## src/rtl/profile_sampler_pkg.sv

```systemverilog
// profile_sampler_pkg: op codes, state encodings and STATUS word layout
// shared by the profile_sampler_ci custom-instruction sampler.
package profile_sampler_pkg;

  localparam logic [2:0] OP_CONFIG = 3'd0;
  localparam logic [2:0] OP_START  = 3'd1;
  localparam logic [2:0] OP_STOP   = 3'd2;
  localparam logic [2:0] OP_POP    = 3'd3;
  localparam logic [2:0] OP_STATUS = 3'd4;
  localparam logic [2:0] OP_ARM    = 3'd5;

  localparam logic [1:0] ST_IDLE    = 2'b00;
  localparam logic [1:0] ST_RUN     = 2'b01;
  localparam logic [1:0] ST_STOPPED = 2'b10;
  localparam logic [1:0] ST_ARMED   = 2'b11;

  typedef struct packed {
    logic [1:0] state;
    logic       overflow;
    logic [4:0] rsvd;
    logic [7:0] lost;
    logic [7:0] fill;
    logic [7:0] depth;
  } status_t;

  function automatic logic [31:0] pack_status(
    input logic [1:0] st,
    input logic       ovf,
    input logic [7:0] lost,
    input logic [7:0] fill,
    input logic [7:0] depth
  );
    status_t s;
    s.state    = st;
    s.overflow = ovf;
    s.rsvd     = '0;
    s.lost     = lost;
    s.fill     = fill;
    s.depth    = depth;
    return s;
  endfunction

endpackage

```

## src/rtl/profile_sampler_ci_if.sv

```systemverilog
// profile_sampler_ci_if: custom-instruction request/response bundle.
// master = CPU side, slave = the sampler.
interface profile_sampler_ci_if;
  logic        start;
  logic [7:0]  cIn;
  logic [31:0] valueA;
  logic [31:0] valueB;
  logic        done;
  logic [31:0] result;

  modport master (
    output start, cIn, valueA, valueB,
    input  done, result
  );

  modport slave (
    input  start, cIn, valueA, valueB,
    output done, result
  );
endinterface

```

## src/rtl/profile_sampler_ci_fifo.sv

```systemverilog
// sampler_fifo: synchronous FIFO with flush, combinational head and
// push accepted on a full FIFO when a pop happens in the same cycle.
module sampler_fifo #(
  parameter int DEPTH_LOG2 = 4,
  parameter int WIDTH      = 32
) (
  input  logic                  clock,
  input  logic                  reset,
  input  logic                  flush,
  input  logic                  push,
  input  logic                  pop,
  input  logic [WIDTH-1:0]      wdata,
  output logic [WIDTH-1:0]      head,
  output logic                  full,
  output logic                  empty,
  output logic [DEPTH_LOG2:0]   fill
);

  localparam int DEPTH = 1 << DEPTH_LOG2;
  localparam int FW    = DEPTH_LOG2 + 1;
  localparam logic [DEPTH_LOG2-1:0] PTR_ONE = 1;
  localparam logic [FW-1:0] CNT_FULL = FW'(DEPTH);

  logic [DEPTH_LOG2-1:0] wr_q, wr_d;
  logic [DEPTH_LOG2-1:0] rd_q, rd_d;
  logic [FW-1:0]         cnt_q, cnt_d;
  logic [WIDTH-1:0]      mem_q [DEPTH];
  logic                  pop_ok;
  logic                  push_ok;

  assign empty   = (cnt_q == '0);
  assign full    = (cnt_q == CNT_FULL);
  assign fill    = cnt_q;
  assign head    = mem_q[rd_q];
  assign pop_ok  = pop & ~empty;
  assign push_ok = push & (~full | pop_ok);

  // pointer and occupancy next-state; flush wins over push/pop
  always_comb begin
    wr_d  = wr_q;
    rd_d  = rd_q;
    cnt_d = cnt_q;
    if (flush) begin
      wr_d  = '0;
      rd_d  = '0;
      cnt_d = '0;
    end else begin
      if (push_ok) wr_d = wr_q + PTR_ONE;
      if (pop_ok)  rd_d = rd_q + PTR_ONE;
      cnt_d = cnt_q + FW'(push_ok) - FW'(pop_ok);
    end
  end

  // pointer and occupancy registers
  always_ff @(posedge clock or posedge reset) begin
    if (reset) begin
      wr_q  <= '0;
      rd_q  <= '0;
      cnt_q <= '0;
    end else begin
      wr_q  <= wr_d;
      rd_q  <= rd_d;
      cnt_q <= cnt_d;
    end
  end

  // storage array, written only on an accepted push
  always_ff @(posedge clock) begin
    if (push_ok && !flush) mem_q[wr_q] <= wdata;
  end

endmodule

```

## src/rtl/profile_sampler_ci.sv

```systemverilog
// profile_sampler_ci: periodic counter-delta sampler behind a CI port.
// Optional external arm trigger: PROFILE_SAMPLER_TRIGGER_EN.
module profile_sampler_ci
  import profile_sampler_pkg::*;
#(
  parameter logic [7:0] customId   = 8'h00,
  parameter int         DEPTH_LOG2 = 4
) (
  input  logic                 clock,
  input  logic                 reset,
  profile_sampler_ci_if.slave  ci,
  input  logic [31:0]          cnt0,
  input  logic [31:0]          cnt1,
  input  logic [31:0]          cnt2,
  input  logic [31:0]          cnt3
`ifdef PROFILE_SAMPLER_TRIGGER_EN
  ,
  input  logic                 trigger
`endif
);

  localparam int DEPTH = 1 << DEPTH_LOG2;

`ifdef PROFILE_SAMPLER_TRIGGER_EN
  localparam logic ARM_EN = 1'b1;
  logic trig;
  assign trig = trigger;
`else
  localparam logic ARM_EN = 1'b0;
  logic trig;
  assign trig = 1'b0;
`endif

  logic [1:0]  state_q, state_d;
  logic [1:0]  sel_q, sel_d;
  logic [23:0] interval_q, interval_d;
  logic [23:0] down_q, down_d;
  logic [31:0] prev_q, prev_d;
  logic        ovf_q, ovf_d;
  logic [7:0]  lost_q, lost_d;

  logic        sel_hit;
  logic        op_config, op_start, op_stop;
  logic        op_pop, op_status, op_arm;
  logic [31:0] cnt_cur;
  logic [31:0] status;
  logic [31:0] result_w;

  logic              fifo_flush;
  logic              fifo_push;
  logic [31:0]       fifo_head;
  logic              fifo_full;
  logic              fifo_empty;
  logic [DEPTH_LOG2:0] fifo_fill;
  logic              pop_ok;

  logic idle, running, stopped, armed;
  logic expire, go;

  logic unused_bits;
  assign unused_bits = ^{ci.valueA[31:3], ci.valueB[7:2]};

  assign sel_hit = ci.start & (ci.cIn == customId) & ~reset;
  assign pop_ok  = op_pop & ~fifo_empty;

  assign idle    = (state_q == ST_IDLE);
  assign running = (state_q == ST_RUN);
  assign stopped = (state_q == ST_STOPPED);
  assign armed   = (state_q == ST_ARMED);
  assign expire  = running & (down_q == 24'd1);
  assign go      = op_start | (armed & trig & ~op_stop);

  assign status = pack_status(
    state_q, ovf_q, lost_q, 8'(fifo_fill), 8'(DEPTH)
  );

  // one-hot op decode, only while this block is selected
  always_comb begin
    op_config = 1'b0;
    op_start  = 1'b0;
    op_stop   = 1'b0;
    op_pop    = 1'b0;
    op_status = 1'b0;
    op_arm    = 1'b0;
    if (sel_hit) begin
      unique case (ci.valueA[2:0])
        OP_CONFIG: op_config = 1'b1;
        OP_START:  op_start  = 1'b1;
        OP_STOP:   op_stop   = 1'b1;
        OP_POP:    op_pop    = 1'b1;
        OP_STATUS: op_status = 1'b1;
        OP_ARM:    op_arm    = ARM_EN;
        default:   ;
      endcase
    end
  end

  // live value of the selected event counter
  always_comb begin
    cnt_cur = cnt0;
    unique case (sel_q)
      2'd0: cnt_cur = cnt0;
      2'd1: cnt_cur = cnt1;
      2'd2: cnt_cur = cnt2;
      2'd3: cnt_cur = cnt3;
      default: cnt_cur = cnt0;
    endcase
  end

  // combinational CI response in the request cycle
  always_comb begin
    result_w = '0;
    unique case (1'b1)
      op_config, op_status: result_w = status;
      op_pop: result_w = fifo_empty ? 32'd0 : fifo_head;
      default: result_w = '0;
    endcase
  end

  assign ci.done   = sel_hit;
  assign ci.result = result_w;

  // sampler control: config, start/stop/arm and interval countdown
  always_comb begin
    state_d    = state_q;
    sel_d      = sel_q;
    interval_d = interval_q;
    down_d     = down_q;
    prev_d     = prev_q;
    ovf_d      = ovf_q;
    lost_d     = lost_q;
    fifo_flush = 1'b0;
    fifo_push  = 1'b0;

    if (op_config && (idle || stopped)) begin
      sel_d      = ci.valueB[1:0];
      interval_d = (ci.valueB[31:8] == 24'd0) ?
                   24'd1 : ci.valueB[31:8];
    end

    if (go) begin
      fifo_flush = 1'b1;
      ovf_d      = 1'b0;
      lost_d     = 8'd0;
      prev_d     = cnt_cur;
      down_d     = interval_q;
      state_d    = ST_RUN;
    end else if (op_stop) begin
      if (running || armed) state_d = ST_STOPPED;
    end else if (op_arm && (idle || stopped)) begin
      fifo_flush = 1'b1;
      state_d    = ST_ARMED;
    end else if (expire) begin
      fifo_push = 1'b1;
      prev_d    = cnt_cur;
      down_d    = interval_q;
      if (fifo_full && !pop_ok) begin
        ovf_d = 1'b1;
        if (lost_q != 8'hFF) lost_d = lost_q + 8'd1;
      end
    end else if (running) begin
      down_d = down_q - 24'd1;
    end
  end

  // control registers
  always_ff @(posedge clock or posedge reset) begin
    if (reset) begin
      state_q    <= ST_IDLE;
      sel_q      <= 2'd0;
      interval_q <= 24'd1;
      down_q     <= 24'd1;
      prev_q     <= 32'd0;
      ovf_q      <= 1'b0;
      lost_q     <= 8'd0;
    end else begin
      state_q    <= state_d;
      sel_q      <= sel_d;
      interval_q <= interval_d;
      down_q     <= down_d;
      prev_q     <= prev_d;
      ovf_q      <= ovf_d;
      lost_q     <= lost_d;
    end
  end

  sampler_fifo #(
    .DEPTH_LOG2 (DEPTH_LOG2),
    .WIDTH      (32)
  ) u_fifo (
    .clock (clock),
    .reset (reset),
    .flush (fifo_flush),
    .push  (fifo_push),
    .pop   (op_pop),
    .wdata (cnt_cur - prev_q),
    .head  (fifo_head),
    .full  (fifo_full),
    .empty (fifo_empty),
    .fill  (fifo_fill)
  );

endmodule

```

## src/flat_wrapper.sv

```systemverilog
// flat-port wrapper written by rule: the top's interface ports become plain ports
module profile_sampler_ci_flat import profile_sampler_pkg::*;
#(
  parameter logic [7:0] customId   = 8'h00,
  parameter int         DEPTH_LOG2 = 4
)
  (clock, reset, cnt0, cnt1, cnt2, cnt3, ci_start, ci_cIn, ci_valueA, ci_valueB, ci_done, ci_result);
  profile_sampler_ci_if ci_i ();
  input  logic clock;
  input  logic reset;
  input  logic [31:0] cnt0;
  input  logic [31:0] cnt1;
  input  logic [31:0] cnt2;
  input  logic [31:0] cnt3;
  input wire logic [$bits(ci_i.start)-1:0] ci_start;
  input wire logic [$bits(ci_i.cIn)-1:0] ci_cIn;
  input wire logic [$bits(ci_i.valueA)-1:0] ci_valueA;
  input wire logic [$bits(ci_i.valueB)-1:0] ci_valueB;
  output wire logic [$bits(ci_i.done)-1:0] ci_done;
  output wire logic [$bits(ci_i.result)-1:0] ci_result;
  assign ci_i.start = ci_start;
  assign ci_i.cIn = ci_cIn;
  assign ci_i.valueA = ci_valueA;
  assign ci_i.valueB = ci_valueB;
  assign ci_done = ci_i.done;
  assign ci_result = ci_i.result;
  profile_sampler_ci #(.customId(customId), .DEPTH_LOG2(DEPTH_LOG2)) u_core (.clock(clock), .reset(reset), .ci(ci_i), .cnt0(cnt0), .cnt1(cnt1), .cnt2(cnt2), .cnt3(cnt3));
endmodule
```

## config.mk

```make
export PLATFORM = sky130hd
export DESIGN_NAME = profile_sampler_ci_flat
export DESIGN_NICKNAME = d
export VERILOG_FILES = /design/src/rtl/profile_sampler_pkg.sv /design/src/rtl/profile_sampler_ci_if.sv /design/src/rtl/profile_sampler_ci_fifo.sv /design/src/rtl/profile_sampler_ci.sv /design/src/flat_wrapper.sv
export SDC_FILE = /design/constraint.sdc
export NUM_CORES = 1
export LEC_CHECK = 0
export CAP_MARGIN = 20
export CORE_UTILIZATION = 50
export CTS_CLUSTER_SIZE = 12
export DETAILED_ROUTE_END_ITERATION = 8
export GPL_TIMING_DRIVEN = 1
export HOLD_SLACK_MARGIN = 0.12
export PLACE_DENSITY = 0.76
export SLEW_MARGIN = 20
export SYNTH_ARGS = -nofsm -noshare
export SYNTH_HDL_FRONTEND = slang
export SYNTH_SLANG_ARGS = --single-unit
```

## constraint.sdc

```tcl
create_clock -name clock -period 13.3 [get_ports clock]
set_input_delay 2.66 -clock clock [delete_from_list [all_inputs] [get_ports clock]]
set_output_delay 2.66 -clock clock [all_outputs]
set_load 0.05 [all_outputs]
```

==> results of run 1 <==
power by group through the flow:
stage	combinational, uW	clock (uW)	sequential [uW]
floorplan	89.9	0	2150
global placement	169	0	2160
detailed placement	179	0	2160
CTS	180	1600	2120
global route	199	1680	2120
finish	183	1580	2120
metal layers:
metal / vias up / global-route usage [%] / part of all wire, %
met3: 119 / 3.40 / 7.0
met4: 0 / 6.62 / 2.6
met5: - / 0 / 0
li1: 6895 / - / -
met2: 773 / 41.2 / 51
met1: 8250 / 31.4 / 39
sequential cells by signal, summed over array words and instances, names as in the netlist:
signal and count:
u_core.ovf_q 1, u_core.interval_q 24, u_core.lost_q 8, u_core.state_q 2, u_core.prev_q 32, u_core.down_q 24, u_core.u_fifo.rd_q 4, u_core.u_fifo.mem_q 512
u_core.sel_q 2, u_core.u_fifo.fill 5, u_core.u_fifo.wr_q 4
cell usage in the layout, fill, tap and decap left out, types with 6 or more instances in the layout:
master | Yosys | routed
and2_1 | 30 | 18
nand3_1 | 26 | 26
dfrtp_1 | 104 | 100
a31oi_1 | 12 | 12
mux4_2 | 192 | 192
ha_1 | 45 | 45
edfxtp_1 | 512 | 512
mux2_2 | 25 | 25
nand2b_1 | 6 | 6
xnor2_1 | 19 | 15
a21o_1 | 14 | 14
nor2b_1 | 9 | 9
clkbuf_16 | 0 | 60
a211oi_1 | 8 | 8
o211ai_1 | 6 | 6
nor3_1 | 31 | 30
xor2_2 | 0 | 9
or3_1 | 10 | 10
o22ai_1 | 6 | 6
nor2_1 | 65 | 59
o21ai_0 | 79 | 77
a21oi_1 | 56 | 55
clkbuf_1 | 65 | 23
buf_4 | 0 | 38
and2_2 | 0 | 11
clkdlybuf4s50_1 | 0 | 200
nand2_1 | 81 | 81
inv_1 | 60 | 59
a22o_1 | 16 | 16
o21a_1 | 12 | 12
nor4_1 | 17 | 17
kinds of logic (layout without fill, tap and decap cells):
logic type	after synthesis	after routing	synth area share (%)
simple gates	316	316	5.95
fa+ha+maj	47	47	2.21
buf+inv	146	398	2.10
flops	618	618	66.1
compound gates	245	245	5.65
xor+xnor	33	33	1.06
mux	218	218	16.9
area by class of cell:
class                   instances  area share [%]
clock buffers                  85            5.03
flip-flops and latches        618            56.2
inverters                      61           0.721
clock inverters                11           0.561
well taps                     696            2.71
multi-input cells             859            27.5
repair buffers                241            7.26
worst reg2reg max path: stages (launching register included):
cell and delay (ns):
dfrtp_2 0.34, buf_4 0.47, mux4_2 0.68, ha_1 0.31
nor2b_1 0.15, o31a_1 0.29, o31ai_1 0.47, o211ai_1 0.27
a41oi_1 0.67, o21ai_0 0.29, xor2_2 0.73
worst paths after layout:
check,startpoint,endpoint,slack [ns],cells after the start
max in group asynchronous,reset,u_core.sel_q[1],9.56,3
min in group asynchronous,reset,u_core.interval_q[21],2.50,2
worst min register to register,u_core.prev_q[31],u_core.prev_q[31],0.49,2
worst max register to register,u_core.sel_q[1],u_core.u_fifo.mem_q[7][27],8.31,10
worst min-delay path,u_core.prev_q[31],u_core.prev_q[31],0.49,2
worst max-delay path,ci_cIn[1],ci_result[5],4.69,8
stage by stage:
step,area [sq um],std cells,hold slack [ns]
after CTS,32000,2569,0.493
after floorplan,27300,1623,0.454
after global placement,30200,2473,0.471
after global routing,32100,2571,0.504
after detailed placement,30200,2473,0.482
final,32100,2571,0.487
Yosys cell counts (all sizes together), types with 16 or more instances:
library cell,count,share of area (%)
mux2,25,1.0
a22o,16,0.51
inv,60,0.83
buf,19,0.35
nand3,26,0.48
and2,30,0.69
mux4,192,16
edfxtp,512,56
a21oi,56,1.0
dfrtp,104,9.5
nand2,81,1.1
clkbuf,66,0.91
nor3,31,0.57
nor2,65,0.89
o21ai,79,1.4
ha,45,2.1
nor4,18,0.47
xnor2,19,0.61
==> results.yml, run 1 <==
pwr:
  seqPwrFrac_pct: 54.6
  p_int_uw: 3080
  p_clk_share_pct: 40.7
  p_sw_share_pct: 20.6
  ir_drop_mv: 0.105
  powerDensity_nw_per_um2: 121
  power.switching_uw: 800
  pwr-share-comb_pct: 4.7
  p_leak_uw: 0.0109
  total_power_uw: 3880
setup_path:
  timing.critical_path.buf_inv: 4
  crit_fanout: 20
  crit_required_ns: 10.64
  cp_slowest_stage_delay_ns: 0.82
  crit_chain: "clkdlybuf4s50_1, nor4_1, nand4b_1, or3_1, clkinv_1, buf_4, and2_1, clkdlybuf4s50_1"
  arrival_ns: 5.95
  cp-end-kind: "output port"
  crit_slowest_cell: "clkdlybuf4s50_1"
  worstSetupPathType: "in2out"
  cp_common_cell: "clkdlybuf4s50_1"
  start_kind: "primary input"
  cp_top_family: "buffers and inverters"
timing:
  worst_pin_slew_ns: 1.12
  period_needed_ns: 8.61
  slew_violations: 0
  fmax_mhz: 116
  setup_viol: 0
  setup_ws_ns: 4.69
  skew_ns: 0.0262
  maxSlewHeadroom_pct: 25.0
  finalSetupTns_ns: 0
  rsz0062_at_grt: "no"
  hold_violations: 0
  post-route-period-util_pct: 64.8
cts:
  numCtsBuffers: 60
  cts_resized: 0
  cts_setup_buffers: 0
  htreeDepth: 2
  cts_tree: "built"
  clockBufferDepth: 3
  cts_hold_buf: 0
  clk_latency_ns: 0.65
  clkSlewWorstSetupHoldPaths_ns: 0.05
  cts.sinks: 618
  cts_root_buf: "clkbuf_16"
finish:
  multi_input_area_sq_um: 8840
  fin_util_pct: 59.7
  fill_cells: 3875
  seq_area_sq_um: 18000
  area_growth_pct: 17.7
  fin_nets: 2091
  layout-drive-gt1-share_pct: 20.5
  num_antenna_cells: 0
routing:
  wl_per_cell_um: 25.3
  via_per_inst: 6.24
  drtIter0Drc: 1561
  drc: 0
  drt_first_pass_iters: 5
  drt-total-wl_mm: 65.1
  via_count: 16037
  final_antenna_net_count: 0
synth:
  syn-cell-area_sq_um: 27300
  synthesis.nets: 1873
  synth-main-ff-cell: "edfxtp_1"
  yosysWarningCount: 0
  syn_inst: 1623
  ys_seq_area_share_pct: 66.1
  synth_edf_count: 512
  postSynthAreaPerCell_sq_um: 16.8
  synthArstFlopShare_pct: 17.2
  synth_cell_types: 70
  ys_ff_latch: 618
grt:
  grt_pass1_vias: 16294
  grt_util_all_layers_pct: 23.8
  antenna_found_initial: 0
  grt_first_pass_wirelength_mm: 98.6
  overflow: 0
  grt_max_degree: 113
placed_design:
  dp_slack_ns: 4.70
  gp_congestion: 0.845
  hpwl_mm: 37.4
  io_buffers: 200
run:
  maxCapViolCount: 0
floorplan:
  core_sq_um: 53800
  placementRows: 85
  die_w_um: 236
  die_h_um: 236
  start_util_pct: 50.7
  ios: 236
  die_area_sq_um: 55500
status:
  outcome: "completed"
hold_path:
  hold_class: "reg2reg"
Power figures use the tool's default switching activity.
==> run 2, diff against run 1 <==
--- a/config.mk
+++ b/config.mk
@@ -11,7 +11,7 @@
 export DETAILED_ROUTE_END_ITERATION = 8
 export GPL_TIMING_DRIVEN = 1
 export HOLD_SLACK_MARGIN = 0.12
-export PLACE_DENSITY = 0.76
+export PLACE_DENSITY = 0.78
 export SLEW_MARGIN = 20
 export SYNTH_ARGS = -nofsm -noshare
 export SYNTH_HDL_FRONTEND = slang
==> constraint.sdc (replaced) <==
create_clock -name clock -period 7.5 [get_ports clock]
set_input_delay 1.5 -clock clock [delete_from_list [all_inputs] [get_ports clock]]
set_output_delay 1.5 -clock clock [all_outputs]
set_load 0.05 [all_outputs]
==> run 2 against run 1 <==
Combinational power is 76% higher. Count of clock-buffer cells in the layout is 6 higher. First-iteration DRC count is 2.9% lower. Clock skew is 0.028 ns higher. Routed wire length is 2.4% higher. Design area is 0.40% higher. Via count is 0.98% lower.
==> results.yml, run 2 (synthesis gave the netlist of run 1 again) <==
cts:
  htreeDepth: 2
  clk_latency_ns: 0.66
  cts.sinks: 618
  clkSlewWorstSetupHoldPaths_ns: 0.06
  cts_tree: "built"
  numCtsBuffers: 61
  clockBufferDepth: 3
  cts_resized: 0
  cts_setup_buffers: 0
  cts_root_buf: "clkbuf_16"
  cts_hold_buf: 0
setup_path:
  start_kind: "primary input"
  r2r-start: "u_core.sel_q[1]"
  crit_required_ns: 6.00
  cp-end-kind: "output port"
  worstSetupPathType: "in2out"
  critical_path.startpoint: "ci_cIn[5]"
  arrival_ns: 4.93
  crit_fanout: 19
  r2r_setup_slack_ns: 2.53
finish:
  layout-drive-gt1-share_pct: 20.7
  largest_register_ffs: 512
  top_regs: "u_core.u_fifo.mem_q: 512 flops, u_core.prev_q: 32 flops"
  area_growth_pct: 18.2
  multi_input_area_sq_um: 8830
  fill_cells: 3817
  final_common_cell: "edfxtp_1"
  top_register: "u_core.u_fifo.mem_q"
  final_cell_mix: "edfxtp_1 (512), clkdlybuf4s50_1 (200), mux4_2 (192)"
  num_antenna_cells: 0
  fin_nets: 2095
  seq_area_sq_um: 18000
floorplan:
  die_w_um: 236
  core_sq_um: 53800
  start_util_pct: 50.7
  die_area_sq_um: 55500
  placementRows: 85
  ios: 236
  die_h_um: 236
routing:
  drt-total-wl_mm: 66.7
  drt_first_pass_iters: 5
  final_antenna_net_count: 0
  via_count: 15880
  drc: 0
  wl_per_cell_um: 25.8
  via_per_inst: 6.15
  drtIter0Drc: 1516
timing:
  fmax_mhz: 155
  rsz0062_at_grt: "no"
  maxSlewHeadroom_pct: 27.9
  post-route-period-util_pct: 85.8
  finalSetupTns_ns: 0
  worst_pin_slew_ns: 1.08
  period_needed_ns: 6.43
  hold_violations: 0
  slew_violations: 0
  skew_ns: 0.0541
  timing.hold.ws_ns: 0.485
  setup_viol: 0
grt:
  overflow: 0
  grt_max_degree: 131
  grt_pass1_vias: 16539
  antenna_found_initial: 1
  grt_util_all_layers_pct: 24.3
  grt_first_pass_wirelength_mm: 99.8
pwr:
  ir_drop_mv: 0.189
  total_power_uw: 7010
  p_leak_uw: 0.0110
  powerDensity_nw_per_um2: 218
placed_design:
  hpwl_mm: 39.7
  io_buffers: 200
  gp_congestion: 0.842
run:
  maxCapViolCount: 0
hold_path:
  worstHoldStart: "u_core.prev_q[31]"
  hold_class: "reg2reg"
status:
  outcome: "completed"
## run 2: cell type report
class / instances / share of cell area, %
clock buffer: 91 / 5.21
clock inverter: 14 / 0.656
inverter: 61 / 0.718
multi-input combinational: 859 / 27.4
sequential: 618 / 56.0
tap: 696 / 2.70
timing repair buffer: 244 / 7.34
## run 2: per-stage QoR
step / std cells / utilization, % / area [sq um] / worst slack [ns]
6_report: 2583 / 59.9 / 32200 / 1.07
3_5_place_dp: 2477 / 56.2 / 30200 / 1.04
3_3_place_gp: 2477 / 56.2 / 30200 / 1.12
2_1_floorplan: 1623 / - / 27300 / 2.62
5_1_grt: 2583 / 59.9 / 32200 / 0.814
4_1_cts: 2582 / 59.7 / 32100 / 1.00
## run 2: final timing paths
kind | to | depth (start not counted)
worst min register to register | u_core.prev_q[31] | 2
min in group asynchronous | u_core.lost_q[6] | 2
worst min-delay path | u_core.prev_q[31] | 2
max in group asynchronous | u_core.sel_q[1] | 3
worst max-delay path | ci_result[8] | 8
worst max register to register | u_core.u_fifo.mem_q[10][26] | 11
## run 2: critical path, cell delays in order
cell             delay [ns]
clkdlybuf4s50_1        0.40
nor4_1                 0.44
nand4b_1               0.28
or3_1                  0.48
clkinv_1               0.38
buf_4                  0.37
a22o_1                 0.24
clkdlybuf4s50_1        0.82
## run 2: layer usage
layer / global-route usage [%] / part of all wire [%] / vias to the layer above
met5: 0 / 0 / -
met4: 9.86 / 3.9 / 0
met3: 4.02 / 7.7 / 142
met2: 42.5 / 52 / 781
met1: 30.1 / 36 / 8046
li1: - / - / 6911
## run 2: power by group
part / total, uW / switching, uW / leakage [uW] / internal [uW]
clock network: 2940 / 1260 / 0.000913 / 1680
registers: 3750 / 13.7 / 0.00590 / 3740
logic: 322 / 165 / 0.00420 / 157
total: 7010 / 1440 / 0.0110 / 5580
